==> config.mk <==
export PLATFORM = sky130hd
export DESIGN_NAME = peripheral_arbiter_axi4_flat
export DESIGN_NICKNAME = d
export VERILOG_FILES = /design/src/rtl/peripheral_arbiter_axi4_if.sv /design/src/rtl/peripheral_arbiter_axi4.sv /design/src/flat_wrapper.sv
export SDC_FILE = /design/constraint.sdc
export NUM_CORES = 1
export LEC_CHECK = 0
export BUFFER_PORTS_ARGS = -buffer_cell sky130_fd_sc_hd__buf_4
export CELL_PAD_IN_SITES_DETAIL_PLACEMENT = 0
export CELL_PAD_IN_SITES_GLOBAL_PLACEMENT = 1
export CORE_AREA = 2 2 215 217
export CTS_CLUSTER_SIZE = 12
export DETAILED_ROUTE_END_ITERATION = 16
export DIE_AREA = 0 0 217 219
export HOLD_SLACK_MARGIN = 0.02
export PLACE_DENSITY = 0.47
export SYNTH_ARGS = -nofsm -noshare
export SYNTH_HDL_FRONTEND = slang
export SYNTH_SLANG_ARGS = --single-unit
==> constraint.sdc <==
create_clock -name aclk -period 1.5 [get_ports aclk]
set_input_delay 0.075 -clock aclk [delete_from_list [all_inputs] [get_ports aclk]]
set_output_delay 0.075 -clock aclk [all_outputs]
set_load 0.05 [all_outputs]
==> src/rtl/peripheral_arbiter_axi4_if.sv <==
// AXI4 bundle for the peripheral arbiter. NP ports are packed side by side,
// port k occupying bits [k*W +: W] of every field. The arbiter's master side
// uses NP = 2, its slave side NP = 1.
interface peripheral_arbiter_axi4_if #(
    parameter int NP     = 1,
    parameter int ID_W   = 4,
    parameter int ADDR_W = 32,
    parameter int DATA_W = 32
);
    localparam int STRB_W = DATA_W / 8;

    // Write address channel
    logic [NP*ID_W-1:0]   awid;
    logic [NP*ADDR_W-1:0] awaddr;
    logic [NP*4-1:0]      awlen;
    logic [NP*3-1:0]      awsize;
    logic [NP*2-1:0]      awburst;
    logic [NP-1:0]        awvalid;
    logic [NP-1:0]        awready;

    // Write data channel
    logic [NP*DATA_W-1:0] wdata;
    logic [NP*STRB_W-1:0] wstrb;
    logic [NP-1:0]        wlast;
    logic [NP-1:0]        wvalid;
    logic [NP-1:0]        wready;

    // Write response channel
    logic [NP*ID_W-1:0]   bid;
    logic [NP*2-1:0]      bresp;
    logic [NP-1:0]        bvalid;
    logic [NP-1:0]        bready;

    // Read address channel
    logic [NP*ID_W-1:0]   arid;
    logic [NP*ADDR_W-1:0] araddr;
    logic [NP*4-1:0]      arlen;
    logic [NP*3-1:0]      arsize;
    logic [NP*2-1:0]      arburst;
    logic [NP-1:0]        arvalid;
    logic [NP-1:0]        arready;

    // Read data channel
    logic [NP*ID_W-1:0]   rid;
    logic [NP*DATA_W-1:0] rdata;
    logic [NP*2-1:0]      rresp;
    logic [NP-1:0]        rlast;
    logic [NP-1:0]        rvalid;
    logic [NP-1:0]        rready;

    // The side that issues transactions
    modport master (
        output awid, awaddr, awlen, awsize, awburst, awvalid,
        input  awready,
        output wdata, wstrb, wlast, wvalid,
        input  wready,
        input  bid, bresp, bvalid,
        output bready,
        output arid, araddr, arlen, arsize, arburst, arvalid,
        input  arready,
        input  rid, rdata, rresp, rlast, rvalid,
        output rready
    );

    // The side that answers transactions
    modport slave (
        input  awid, awaddr, awlen, awsize, awburst, awvalid,
        output awready,
        input  wdata, wstrb, wlast, wvalid,
        output wready,
        output bid, bresp, bvalid,
        input  bready,
        input  arid, araddr, arlen, arsize, arburst, arvalid,
        output arready,
        output rid, rdata, rresp, rlast, rvalid,
        input  rready
    );
endinterface

==> src/rtl/peripheral_arbiter_axi4.sv <==
// Two-master to one-slave AXI4 arbiter. Write and read paths arbitrate
// independently with round-robin priority; a grant is held from address
// phase until the B handshake (writes) or the last R beat (reads).
module peripheral_arbiter_axi4 #(
    parameter int NUM_M  = 2,
    parameter int ID_W   = 4,
    parameter int ADDR_W = 32,
    parameter int DATA_W = 32
) (
    input  logic                     aclk,
    input  logic                     aresetn,
    peripheral_arbiter_axi4_if.slave  m_axi,
    peripheral_arbiter_axi4_if.master s_axi,
    output logic [NUM_M-1:0]         o_wgrant,
    output logic [NUM_M-1:0]         o_rgrant
);
    localparam int IDX_W  = (NUM_M > 1) ? $clog2(NUM_M) : 1;
    localparam int STRB_W = DATA_W / 8;

    typedef enum logic [1:0] {W_IDLE, W_ADDR, W_DATA, W_RESP} wstate_t;
    typedef enum logic [1:0] {R_IDLE, R_ADDR, R_DATA}         rstate_t;

    wstate_t          r_wstate;
    rstate_t          r_rstate;
    logic [IDX_W-1:0] r_wptr;
    logic [IDX_W-1:0] r_widx;
    logic [IDX_W-1:0] r_rptr;
    logic [IDX_W-1:0] r_ridx;

    logic [IDX_W-1:0] w_wpick;
    logic [IDX_W-1:0] w_rpick;
    logic             w_aw_hs;
    logic             w_wlast_hs;
    logic             w_b_hs;
    logic             w_ar_hs;
    logic             w_rlast_hs;

    // First requester found when scanning upward from the pointer, wrapping.
    function automatic logic [IDX_W-1:0] rr_pick(input logic [NUM_M-1:0] req,
                                                 input logic [IDX_W-1:0] ptr);
        logic [IDX_W-1:0] pick;
        int               idx;
        pick = ptr;
        for (int i = NUM_M - 1; i >= 0; i--) begin
            idx = (int'(ptr) + i) % NUM_M;
            if (req[idx]) pick = idx[IDX_W-1:0];
        end
        return pick;
    endfunction

    // Pointer value that puts the master after g first in line.
    function automatic logic [IDX_W-1:0] next_idx(input logic [IDX_W-1:0] g);
        return (int'(g) == NUM_M - 1) ? '0 : g + 1'b1;
    endfunction

    assign w_wpick    = rr_pick(m_axi.awvalid, r_wptr);
    assign w_rpick    = rr_pick(m_axi.arvalid, r_rptr);
    assign w_aw_hs    = s_axi.awvalid[0] & s_axi.awready[0];
    assign w_wlast_hs = s_axi.wvalid[0] & s_axi.wready[0] & s_axi.wlast[0];
    assign w_b_hs     = s_axi.bvalid[0] & s_axi.bready[0];
    assign w_ar_hs    = s_axi.arvalid[0] & s_axi.arready[0];
    assign w_rlast_hs = s_axi.rvalid[0] & s_axi.rready[0] & s_axi.rlast[0];

    // Write FSM: arbitrate in IDLE, hold the grant until the B handshake.
    always_ff @(posedge aclk) begin
        // NOTE: non-blocking assignments throughout, so every register here
        // is computed from pre-edge values regardless of statement order.
        if (!aresetn) begin
            r_wstate <= W_IDLE;
            r_wptr   <= '0;
            r_widx   <= '0;
            o_wgrant <= '0;
        end else begin
            case (r_wstate)
                W_IDLE: if (|m_axi.awvalid) begin
                    r_widx   <= w_wpick;
                    o_wgrant <= NUM_M'(1) << w_wpick;
                    r_wstate <= W_ADDR;
                end
                W_ADDR: if (w_aw_hs)    r_wstate <= W_DATA;
                W_DATA: if (w_wlast_hs) r_wstate <= W_RESP;
                W_RESP: if (w_b_hs) begin
                    r_wstate <= W_IDLE;
                    o_wgrant <= '0;
                    r_wptr   <= next_idx(r_widx);
                end
                default: r_wstate <= W_IDLE;
            endcase
        end
    end

    // Read FSM: arbitrate in IDLE, hold the grant until the last R beat.
    always_ff @(posedge aclk) begin
        if (!aresetn) begin
            r_rstate <= R_IDLE;
            r_rptr   <= '0;
            r_ridx   <= '0;
            o_rgrant <= '0;
        end else begin
            case (r_rstate)
                R_IDLE: if (|m_axi.arvalid) begin
                    r_ridx   <= w_rpick;
                    o_rgrant <= NUM_M'(1) << w_rpick;
                    r_rstate <= R_ADDR;
                end
                R_ADDR: if (w_ar_hs) r_rstate <= R_DATA;
                R_DATA: if (w_rlast_hs) begin
                    r_rstate <= R_IDLE;
                    o_rgrant <= '0;
                    r_rptr   <= next_idx(r_ridx);
                end
                default: r_rstate <= R_IDLE;
            endcase
        end
    end

    // Route AW/W/B between the write owner and the slave; all else sees zero.
    always_comb begin
        // NOTE: every output gets a default before the case, so no path
        // leaves a signal unassigned and no latch is inferred.
        m_axi.awready = '0;
        m_axi.wready  = '0;
        m_axi.bid     = '0;
        m_axi.bresp   = '0;
        m_axi.bvalid  = '0;
        s_axi.awid    = '0;
        s_axi.awaddr  = '0;
        s_axi.awlen   = '0;
        s_axi.awsize  = '0;
        s_axi.awburst = '0;
        s_axi.awvalid = '0;
        s_axi.wdata   = '0;
        s_axi.wstrb   = '0;
        s_axi.wlast   = '0;
        s_axi.wvalid  = '0;
        s_axi.bready  = '0;
        case (r_wstate)
            W_ADDR: begin
                s_axi.awid            = m_axi.awid[r_widx*ID_W +: ID_W];
                s_axi.awaddr          = m_axi.awaddr[r_widx*ADDR_W +: ADDR_W];
                s_axi.awlen           = m_axi.awlen[r_widx*4 +: 4];
                s_axi.awsize          = m_axi.awsize[r_widx*3 +: 3];
                s_axi.awburst         = m_axi.awburst[r_widx*2 +: 2];
                s_axi.awvalid         = m_axi.awvalid[r_widx];
                m_axi.awready[r_widx] = s_axi.awready[0];
            end
            W_DATA: begin
                s_axi.wdata          = m_axi.wdata[r_widx*DATA_W +: DATA_W];
                s_axi.wstrb          = m_axi.wstrb[r_widx*STRB_W +: STRB_W];
                s_axi.wlast          = m_axi.wlast[r_widx];
                s_axi.wvalid         = m_axi.wvalid[r_widx];
                m_axi.wready[r_widx] = s_axi.wready[0];
            end
            W_RESP: begin
                m_axi.bid[r_widx*ID_W +: ID_W] = s_axi.bid;
                m_axi.bresp[r_widx*2 +: 2]     = s_axi.bresp;
                m_axi.bvalid[r_widx]           = s_axi.bvalid[0];
                s_axi.bready                   = m_axi.bready[r_widx];
            end
            default: ;
        endcase
    end

    // Route AR/R between the read owner and the slave; all else sees zero.
    always_comb begin
        m_axi.arready = '0;
        m_axi.rid     = '0;
        m_axi.rdata   = '0;
        m_axi.rresp   = '0;
        m_axi.rlast   = '0;
        m_axi.rvalid  = '0;
        s_axi.arid    = '0;
        s_axi.araddr  = '0;
        s_axi.arlen   = '0;
        s_axi.arsize  = '0;
        s_axi.arburst = '0;
        s_axi.arvalid = '0;
        s_axi.rready  = '0;
        case (r_rstate)
            R_ADDR: begin
                s_axi.arid            = m_axi.arid[r_ridx*ID_W +: ID_W];
                s_axi.araddr          = m_axi.araddr[r_ridx*ADDR_W +: ADDR_W];
                s_axi.arlen           = m_axi.arlen[r_ridx*4 +: 4];
                s_axi.arsize          = m_axi.arsize[r_ridx*3 +: 3];
                s_axi.arburst         = m_axi.arburst[r_ridx*2 +: 2];
                s_axi.arvalid         = m_axi.arvalid[r_ridx];
                m_axi.arready[r_ridx] = s_axi.arready[0];
            end
            R_DATA: begin
                m_axi.rid[r_ridx*ID_W +: ID_W]       = s_axi.rid;
                m_axi.rdata[r_ridx*DATA_W +: DATA_W] = s_axi.rdata;
                m_axi.rresp[r_ridx*2 +: 2]           = s_axi.rresp;
                m_axi.rlast[r_ridx]                  = s_axi.rlast[0];
                m_axi.rvalid[r_ridx]                 = s_axi.rvalid[0];
                s_axi.rready                         = m_axi.rready[r_ridx];
            end
            default: ;
        endcase
    end
endmodule

==> src/flat_wrapper.sv <==
// flat-port wrapper written by rule: the top's interface ports become plain ports
module peripheral_arbiter_axi4_flat 
#(
    parameter int NUM_M  = 2,
    parameter int ID_W   = 4,
    parameter int ADDR_W = 32,
    parameter int DATA_W = 32
)
  (aclk, aresetn, o_wgrant, o_rgrant, m_axi_awid, m_axi_awaddr, m_axi_awlen, m_axi_awsize, m_axi_awburst, m_axi_awvalid, m_axi_awready, m_axi_wdata, m_axi_wstrb, m_axi_wlast, m_axi_wvalid, m_axi_wready, m_axi_bid, m_axi_bresp, m_axi_bvalid, m_axi_bready, m_axi_arid, m_axi_araddr, m_axi_arlen, m_axi_arsize, m_axi_arburst, m_axi_arvalid, m_axi_arready, m_axi_rid, m_axi_rdata, m_axi_rresp, m_axi_rlast, m_axi_rvalid, m_axi_rready, s_axi_awid, s_axi_awaddr, s_axi_awlen, s_axi_awsize, s_axi_awburst, s_axi_awvalid, s_axi_awready, s_axi_wdata, s_axi_wstrb, s_axi_wlast, s_axi_wvalid, s_axi_wready, s_axi_bid, s_axi_bresp, s_axi_bvalid, s_axi_bready, s_axi_arid, s_axi_araddr, s_axi_arlen, s_axi_arsize, s_axi_arburst, s_axi_arvalid, s_axi_arready, s_axi_rid, s_axi_rdata, s_axi_rresp, s_axi_rlast, s_axi_rvalid, s_axi_rready);
  peripheral_arbiter_axi4_if #(.NP(2), .ID_W(ID_W), .ADDR_W(ADDR_W), .DATA_W(DATA_W)) m_axi_i ();
  peripheral_arbiter_axi4_if #(.NP(1), .ID_W(ID_W), .ADDR_W(ADDR_W), .DATA_W(DATA_W)) s_axi_i ();
  input  logic aclk;
  input  logic aresetn;
  output logic [NUM_M-1:0] o_wgrant;
  output logic [NUM_M-1:0] o_rgrant;
  input wire logic [$bits(m_axi_i.awid)-1:0] m_axi_awid;
  input wire logic [$bits(m_axi_i.awaddr)-1:0] m_axi_awaddr;
  input wire logic [$bits(m_axi_i.awlen)-1:0] m_axi_awlen;
  input wire logic [$bits(m_axi_i.awsize)-1:0] m_axi_awsize;
  input wire logic [$bits(m_axi_i.awburst)-1:0] m_axi_awburst;
  input wire logic [$bits(m_axi_i.awvalid)-1:0] m_axi_awvalid;
  output wire logic [$bits(m_axi_i.awready)-1:0] m_axi_awready;
  input wire logic [$bits(m_axi_i.wdata)-1:0] m_axi_wdata;
  input wire logic [$bits(m_axi_i.wstrb)-1:0] m_axi_wstrb;
  input wire logic [$bits(m_axi_i.wlast)-1:0] m_axi_wlast;
  input wire logic [$bits(m_axi_i.wvalid)-1:0] m_axi_wvalid;
  output wire logic [$bits(m_axi_i.wready)-1:0] m_axi_wready;
  output wire logic [$bits(m_axi_i.bid)-1:0] m_axi_bid;
  output wire logic [$bits(m_axi_i.bresp)-1:0] m_axi_bresp;
  output wire logic [$bits(m_axi_i.bvalid)-1:0] m_axi_bvalid;
  input wire logic [$bits(m_axi_i.bready)-1:0] m_axi_bready;
  input wire logic [$bits(m_axi_i.arid)-1:0] m_axi_arid;
  input wire logic [$bits(m_axi_i.araddr)-1:0] m_axi_araddr;
  input wire logic [$bits(m_axi_i.arlen)-1:0] m_axi_arlen;
  input wire logic [$bits(m_axi_i.arsize)-1:0] m_axi_arsize;
  input wire logic [$bits(m_axi_i.arburst)-1:0] m_axi_arburst;
  input wire logic [$bits(m_axi_i.arvalid)-1:0] m_axi_arvalid;
  output wire logic [$bits(m_axi_i.arready)-1:0] m_axi_arready;
  output wire logic [$bits(m_axi_i.rid)-1:0] m_axi_rid;
  output wire logic [$bits(m_axi_i.rdata)-1:0] m_axi_rdata;
  output wire logic [$bits(m_axi_i.rresp)-1:0] m_axi_rresp;
  output wire logic [$bits(m_axi_i.rlast)-1:0] m_axi_rlast;
  output wire logic [$bits(m_axi_i.rvalid)-1:0] m_axi_rvalid;
  input wire logic [$bits(m_axi_i.rready)-1:0] m_axi_rready;
  output wire logic [$bits(s_axi_i.awid)-1:0] s_axi_awid;
  output wire logic [$bits(s_axi_i.awaddr)-1:0] s_axi_awaddr;
  output wire logic [$bits(s_axi_i.awlen)-1:0] s_axi_awlen;
  output wire logic [$bits(s_axi_i.awsize)-1:0] s_axi_awsize;
  output wire logic [$bits(s_axi_i.awburst)-1:0] s_axi_awburst;
  output wire logic [$bits(s_axi_i.awvalid)-1:0] s_axi_awvalid;
  input wire logic [$bits(s_axi_i.awready)-1:0] s_axi_awready;
  output wire logic [$bits(s_axi_i.wdata)-1:0] s_axi_wdata;
  output wire logic [$bits(s_axi_i.wstrb)-1:0] s_axi_wstrb;
  output wire logic [$bits(s_axi_i.wlast)-1:0] s_axi_wlast;
  output wire logic [$bits(s_axi_i.wvalid)-1:0] s_axi_wvalid;
  input wire logic [$bits(s_axi_i.wready)-1:0] s_axi_wready;
  input wire logic [$bits(s_axi_i.bid)-1:0] s_axi_bid;
  input wire logic [$bits(s_axi_i.bresp)-1:0] s_axi_bresp;
  input wire logic [$bits(s_axi_i.bvalid)-1:0] s_axi_bvalid;
  output wire logic [$bits(s_axi_i.bready)-1:0] s_axi_bready;
  output wire logic [$bits(s_axi_i.arid)-1:0] s_axi_arid;
  output wire logic [$bits(s_axi_i.araddr)-1:0] s_axi_araddr;
  output wire logic [$bits(s_axi_i.arlen)-1:0] s_axi_arlen;
  output wire logic [$bits(s_axi_i.arsize)-1:0] s_axi_arsize;
  output wire logic [$bits(s_axi_i.arburst)-1:0] s_axi_arburst;
  output wire logic [$bits(s_axi_i.arvalid)-1:0] s_axi_arvalid;
  input wire logic [$bits(s_axi_i.arready)-1:0] s_axi_arready;
  input wire logic [$bits(s_axi_i.rid)-1:0] s_axi_rid;
  input wire logic [$bits(s_axi_i.rdata)-1:0] s_axi_rdata;
  input wire logic [$bits(s_axi_i.rresp)-1:0] s_axi_rresp;
  input wire logic [$bits(s_axi_i.rlast)-1:0] s_axi_rlast;
  input wire logic [$bits(s_axi_i.rvalid)-1:0] s_axi_rvalid;
  output wire logic [$bits(s_axi_i.rready)-1:0] s_axi_rready;
  assign m_axi_i.awid = m_axi_awid;
  assign m_axi_i.awaddr = m_axi_awaddr;
  assign m_axi_i.awlen = m_axi_awlen;
  assign m_axi_i.awsize = m_axi_awsize;
  assign m_axi_i.awburst = m_axi_awburst;
  assign m_axi_i.awvalid = m_axi_awvalid;
  assign m_axi_awready = m_axi_i.awready;
  assign m_axi_i.wdata = m_axi_wdata;
  assign m_axi_i.wstrb = m_axi_wstrb;
  assign m_axi_i.wlast = m_axi_wlast;
  assign m_axi_i.wvalid = m_axi_wvalid;
  assign m_axi_wready = m_axi_i.wready;
  assign m_axi_bid = m_axi_i.bid;
  assign m_axi_bresp = m_axi_i.bresp;
  assign m_axi_bvalid = m_axi_i.bvalid;
  assign m_axi_i.bready = m_axi_bready;
  assign m_axi_i.arid = m_axi_arid;
  assign m_axi_i.araddr = m_axi_araddr;
  assign m_axi_i.arlen = m_axi_arlen;
  assign m_axi_i.arsize = m_axi_arsize;
  assign m_axi_i.arburst = m_axi_arburst;
  assign m_axi_i.arvalid = m_axi_arvalid;
  assign m_axi_arready = m_axi_i.arready;
  assign m_axi_rid = m_axi_i.rid;
  assign m_axi_rdata = m_axi_i.rdata;
  assign m_axi_rresp = m_axi_i.rresp;
  assign m_axi_rlast = m_axi_i.rlast;
  assign m_axi_rvalid = m_axi_i.rvalid;
  assign m_axi_i.rready = m_axi_rready;
  assign s_axi_awid = s_axi_i.awid;
  assign s_axi_awaddr = s_axi_i.awaddr;
  assign s_axi_awlen = s_axi_i.awlen;
  assign s_axi_awsize = s_axi_i.awsize;
  assign s_axi_awburst = s_axi_i.awburst;
  assign s_axi_awvalid = s_axi_i.awvalid;
  assign s_axi_i.awready = s_axi_awready;
  assign s_axi_wdata = s_axi_i.wdata;
  assign s_axi_wstrb = s_axi_i.wstrb;
  assign s_axi_wlast = s_axi_i.wlast;
  assign s_axi_wvalid = s_axi_i.wvalid;
  assign s_axi_i.wready = s_axi_wready;
  assign s_axi_i.bid = s_axi_bid;
  assign s_axi_i.bresp = s_axi_bresp;
  assign s_axi_i.bvalid = s_axi_bvalid;
  assign s_axi_bready = s_axi_i.bready;
  assign s_axi_arid = s_axi_i.arid;
  assign s_axi_araddr = s_axi_i.araddr;
  assign s_axi_arlen = s_axi_i.arlen;
  assign s_axi_arsize = s_axi_i.arsize;
  assign s_axi_arburst = s_axi_i.arburst;
  assign s_axi_arvalid = s_axi_i.arvalid;
  assign s_axi_i.arready = s_axi_arready;
  assign s_axi_i.rid = s_axi_rid;
  assign s_axi_i.rdata = s_axi_rdata;
  assign s_axi_i.rresp = s_axi_rresp;
  assign s_axi_i.rlast = s_axi_rlast;
  assign s_axi_i.rvalid = s_axi_rvalid;
  assign s_axi_rready = s_axi_i.rready;
  peripheral_arbiter_axi4 #(.NUM_M(NUM_M), .ID_W(ID_W), .ADDR_W(ADDR_W), .DATA_W(DATA_W)) u_core (.aclk(aclk), .aresetn(aresetn), .m_axi(m_axi_i), .s_axi(s_axi_i), .o_wgrant(o_wgrant), .o_rgrant(o_rgrant));
endmodule
# Word level (Yosys, flattened, before mapping)
# Index checks and enable logic that the tools add are counted.
# op_classes
n_addsub	9
n_mul	2
order_cmp	8
eq_ne	12
n_shift	24
muxes	74
bitwise	20
reduce_logical	16
# ops
operator	count
$shiftx A64 B7 Y32	3
$mux W32	3
$neg A2 Y34	2
$neg A3 Y34	2
$shift A2 B34 Y4 const A	2
$shift A4 B34 Y8 const A	2
$shiftx A2 B34 Y4	2
$shiftx A4 B34 Y8	2
$and A64 B64 Y64	1
$mux W64	1
$shift A32 B34 Y64 const A	1
$shiftx A32 B34 Y64	1
$shiftx A8 B4 Y4	5
$mux W1	36
$mux W2	17
$neg A6 Y34	1
$mux W4	7
$and A8 B8 Y8	2
$mux W8	2
$ne A2 B1 Y1 const B	7
$and A2 B2 Y2	6
$shiftx A6 B4 Y3	2
$reduce_and A3 Y1	3
$and A4 B4 Y4	2
other kinds (22)	53
# totals
regBits	12
input_bits	316
out_inout_bits	236

# Longest topological paths before layout
# logic_depth
depth_word	10
depth_mapped	6
depth_no_buf	6

# Least setup slack after synthesis
# Ideal clock, no wire load.
# synth_timing
path_kind	reg-to-output
start	register u_core.r_widx
end	output port s_axi_wdata[17]
arrival_time_ns	1.803
required_ns	1.425
setup_slack_ns	-0.378
path_stages_with_launch	6
n_path_buf	3
path_cell_list	dfxtp_1 -> buf_4 -> buf_2 -> buf_2 -> mux2i_1 -> nor2b_1
# synth_via
elab_chain_cells	2
# synth_lines
element	line	rtl
start, declared	peripheral_arbiter_axi4.sv:26	logic [IDX_W-1:0] r_widx;
start signal, assigned	peripheral_arbiter_axi4.sv:76	r_widx <= w_wpick;
$shiftx A64 B7 Y32	peripheral_arbiter_axi4.sv:148	s_axi.wdata = m_axi.wdata[r_widx*DATA_W +: DATA_W];
$mux W32	peripheral_arbiter_axi4.sv:137	case (r_wstate)
end, declared	flat_wrapper.sv:52	output wire logic [$bits(s_axi_i.wdata)-1:0] s_axi_wdata;
# No other way between the ends.

# Worst setup path after layout
# layout_timing
start	register u_core.r_rstate[1]
end	output port m_axi_rvalid[1]
# layout_via
elab_chain_cells	2
# layout_lines
element	line	rtl
start, declared	peripheral_arbiter_axi4.sv:24	rstate_t r_rstate;
start signal, assigned	peripheral_arbiter_axi4.sv:95	r_rstate <= R_IDLE;
start signal, assigned	peripheral_arbiter_axi4.sv:104	r_rstate <= R_ADDR;
start signal, assigned	peripheral_arbiter_axi4.sv:106	R_ADDR: if (w_ar_hs) r_rstate <= R_DATA;
$eq A2 B2 Y1	peripheral_arbiter_axi4.sv:179	case (r_rstate)
$mux W2	peripheral_arbiter_axi4.sv:179	
end, declared	flat_wrapper.sv:43	output wire logic [$bits(m_axi_i.rvalid)-1:0] m_axi_rvalid;
# No other way between the ends.

==> reports/metrics.csv <==
metric,value,unit
cts hold-fix bufs,0,
Root Driver,clkbuf_16,
setup TNS,-11.59,ns
final period utilization,108,%
cell internal pwr,5.66,mW
clk_skew,0.000421,ns
Sinks on Clock Net,12,
most frequent cells in the layout,"buf_4 (361), buf_6 (125), buf_8 (114), and3_4 (81), mux2i_4 (67)",
"most common cell after layout, fill and taps aside",buf_4,
# fillers,4689,
Top Ports,552,
initial antenna violation count,1,
clock-pin slew on the worst setup and hold paths,0.05,ns
worst endpoint data arrival time,1.55,ns
Layout Cells excl Fill,1710,
DRT iter0 DRCs,125,
core area,0.0451,mm2
final worst path period need,1.63,ns
syn nets,811,
Fmax achieved,0.615,GHz
Max transition margin,61.2,%
area of the die,0.0475,mm2
largest net degree at the start of global routing,43,
Vias/cell,3.69,
post-detailed-routing wire length,32.5,mm
"Max FO, Critical Path",8,
grt ovf,0,
Cells after DPL,1632,
Placer Congestion,0.724,
Core Rows,78,
clk buf depth,2,
CP endpoint kind,output pin,
Seq pwr share,4.2,%
failing checks,negative setup slack,
initial core utilization,7.80,%
outcome,"complete, but fails checks",
Post-layout nets,1431,
switch share,50.1,%
max cap viols,0,
dpl cell area,0.00912,mm2
final worst slack,-0.127,ns
CTS tree,built,
Max VDD drop,515,uV
Port-buffer cells,551,
synth warn,0,
count of final max-slew check failures,0,
gr usage total,11.5,%
CP required,1.42,ns
layout cells sized above 1,90.7,%
global-route wire length before repair,41.4,mm
Finished Cell Area,0.0135,mm2
Switch Pwr,5.69,mW
Seq. cell area,260,um2
Multi-input gate area,0.00512,mm2
clk_lat worst skew,0.24,ns
WL/cell,19.0,um
Area Growth Syn to Fin,285,%
Syn Area/Cell,7.16,um2
Pleak,5.58,nW
Comb pwr share,91.5,%
routed vias,6312,
r2r setup slk,-0.09,ns
register area share after synthesis,6.83,%
Mapped Cells,491,
Antenna Nets Post-Route,0,
dpl hpwl,22.6,mm
Worst-Margin Slew,0.567,ns
count of cell types in the netlist,36,
die height,219,um
CP Launch Type,flip-flop,
pwr/cell area,839,mW/mm2
number of global-route vias before repair,6306,
total chip power,11.3,mW
TritonCTS Buffers,3,
min-delay worst type,input port to flip-flop,
Clock power frac,4.3,%
die width,217,um
H-tree depth reported by CTS,1,
synthesized area,0.00352,mm2
synthesis-stage register bit count,12,
"Hold Vio Cnt, Final",0,
Setup CP Type,flip-flop to output pin,
DRC violations left,0,
final core occ,30.0,%
RSZ-0062 raised after global routing,true,
drt pass-1 iters,4,
Final Setup Violations,191,
[layer usage]
metal  track usage [%]  share of wire (%)
met1              12.4                 36
met3              2.84                8.5
met2              22.8                 54
met4              1.80                1.8
met5                 0                  0
[cell families after synthesis]
family          count (synthesis)  share of synthesized area [%]
mux                           133                           37.9
simple gates                  262                           42.6
compound gates                 22                           4.20
buf+inv                        57                           6.73
flops                          12                           6.83
fa+ha+maj                       5                           1.71
[cell type report]
| class | instances | area share (%) |
|---|---|---|
| inverter | 8 | 0.250 |
| clock buffer | 3 | 0.555 |
| antenna | 1 | 0.0185 |
| tap | 600 | 5.55 |
| timing repair buffer | 663 | 53.9 |
| sequential | 12 | 1.92 |
| multi-input combinational | 423 | 37.8 |
[synth_stat cells]
master / instances / share of area [%]
or2_2: 1 / 0.18
buf_2: 15 / 2.1
a211oi_1: 1 / 0.21
a311oi_1: 1 / 0.25
o21a_1: 2 / 0.43
dfxtp_1: 12 / 6.8
a21boi_0: 1 / 0.21
a21oi_1: 5 / 0.71
nand4_1: 1 / 0.18
clkinv_1: 1 / 0.11
mux2_2: 1 / 0.32
ha_1: 4 / 1.4
o31ai_1: 1 / 0.21
and3_1: 91 / 16
a32oi_1: 1 / 0.25
o221a_1: 1 / 0.32
a2111oi_0: 1 / 0.25
a22oi_1: 1 / 0.21
o22ai_1: 1 / 0.18
nor2_1: 54 / 5.8
maj3_1: 1 / 0.28
or3b_2: 1 / 0.25
buf_4: 1 / 0.21
nor4b_2: 1 / 0.43
nand2_1: 6 / 0.64
clkbuf_1: 33 / 3.5
nand2b_1: 6 / 1.1
mux2i_1: 132 / 38
a31oi_1: 1 / 0.18
inv_1: 7 / 0.75
o211ai_1: 1 / 0.21
or3_1: 3 / 0.53
o21ai_0: 4 / 0.57
nor2b_1: 90 / 16
nand3_1: 1 / 0.14
and2_1: 7 / 1.2
[sequential cells by signal, indices dropped and copies added, names as in the netlist]
| signal | flops |
|---|---|
| u_core.r_rptr | 1 |
| u_core.r_ridx | 1 |
| u_core.r_widx | 1 |
| u_core.r_wstate | 2 |
| u_core.o_rgrant | 2 |
| u_core.r_wptr | 1 |
| u_core.r_rstate | 2 |
| u_core.o_wgrant | 2 |
[power by group through the flow]
stage                     combinational, mW  clock (mW)  sequential [mW]
after floorplan                        4.82           0            0.481
final                                  10.4       0.487            0.480
after global placement                 7.54           0            0.471
after CTS                              9.29       0.504            0.477
after global routing                   10.8       0.520            0.490
after detailed placement               7.52           0            0.470
[worst paths after layout]
kind,cells past startpoint,startpoint,to
worst max-delay path,6,u_core.r_rstate[1],m_axi_rvalid[1]
worst min-delay path,2,m_axi_rready[1],u_core.r_rptr
worst max register to register,5,u_core.r_widx,u_core.r_wstate[0]
worst min register to register,2,u_core.o_rgrant[1],u_core.o_rgrant[1]
[metrics by stage]
step / setup WS (ns) / hold slack, ns
2_1_floorplan: -0.134 / 0.184
3_3_place_gp: -0.0529 / 0.291
3_5_place_dp: -0.0519 / 0.289
4_1_cts: -0.119 / 0.0411
5_1_grt: -0.183 / 0.0553
6_report: -0.127 / 0.0423
[critical path, cell delays in order, from the launching register on]
cell and delay (ns):
dfxtp_2 0.34, nor2b_4 0.17, buf_6 0.12, buf_12 0.16, clkbuf_16 0.17, and3_4 0.20, buf_8 0.14
[timing repair]
action	4_1_cts	5_1_grt
gates resized for setup	388	350
pin swaps	21	82
endpoints found under the setup margin	234	234
cloned	19	19
setup buffers	26	14
Note: power is estimated with default switching activity, not from simulation.
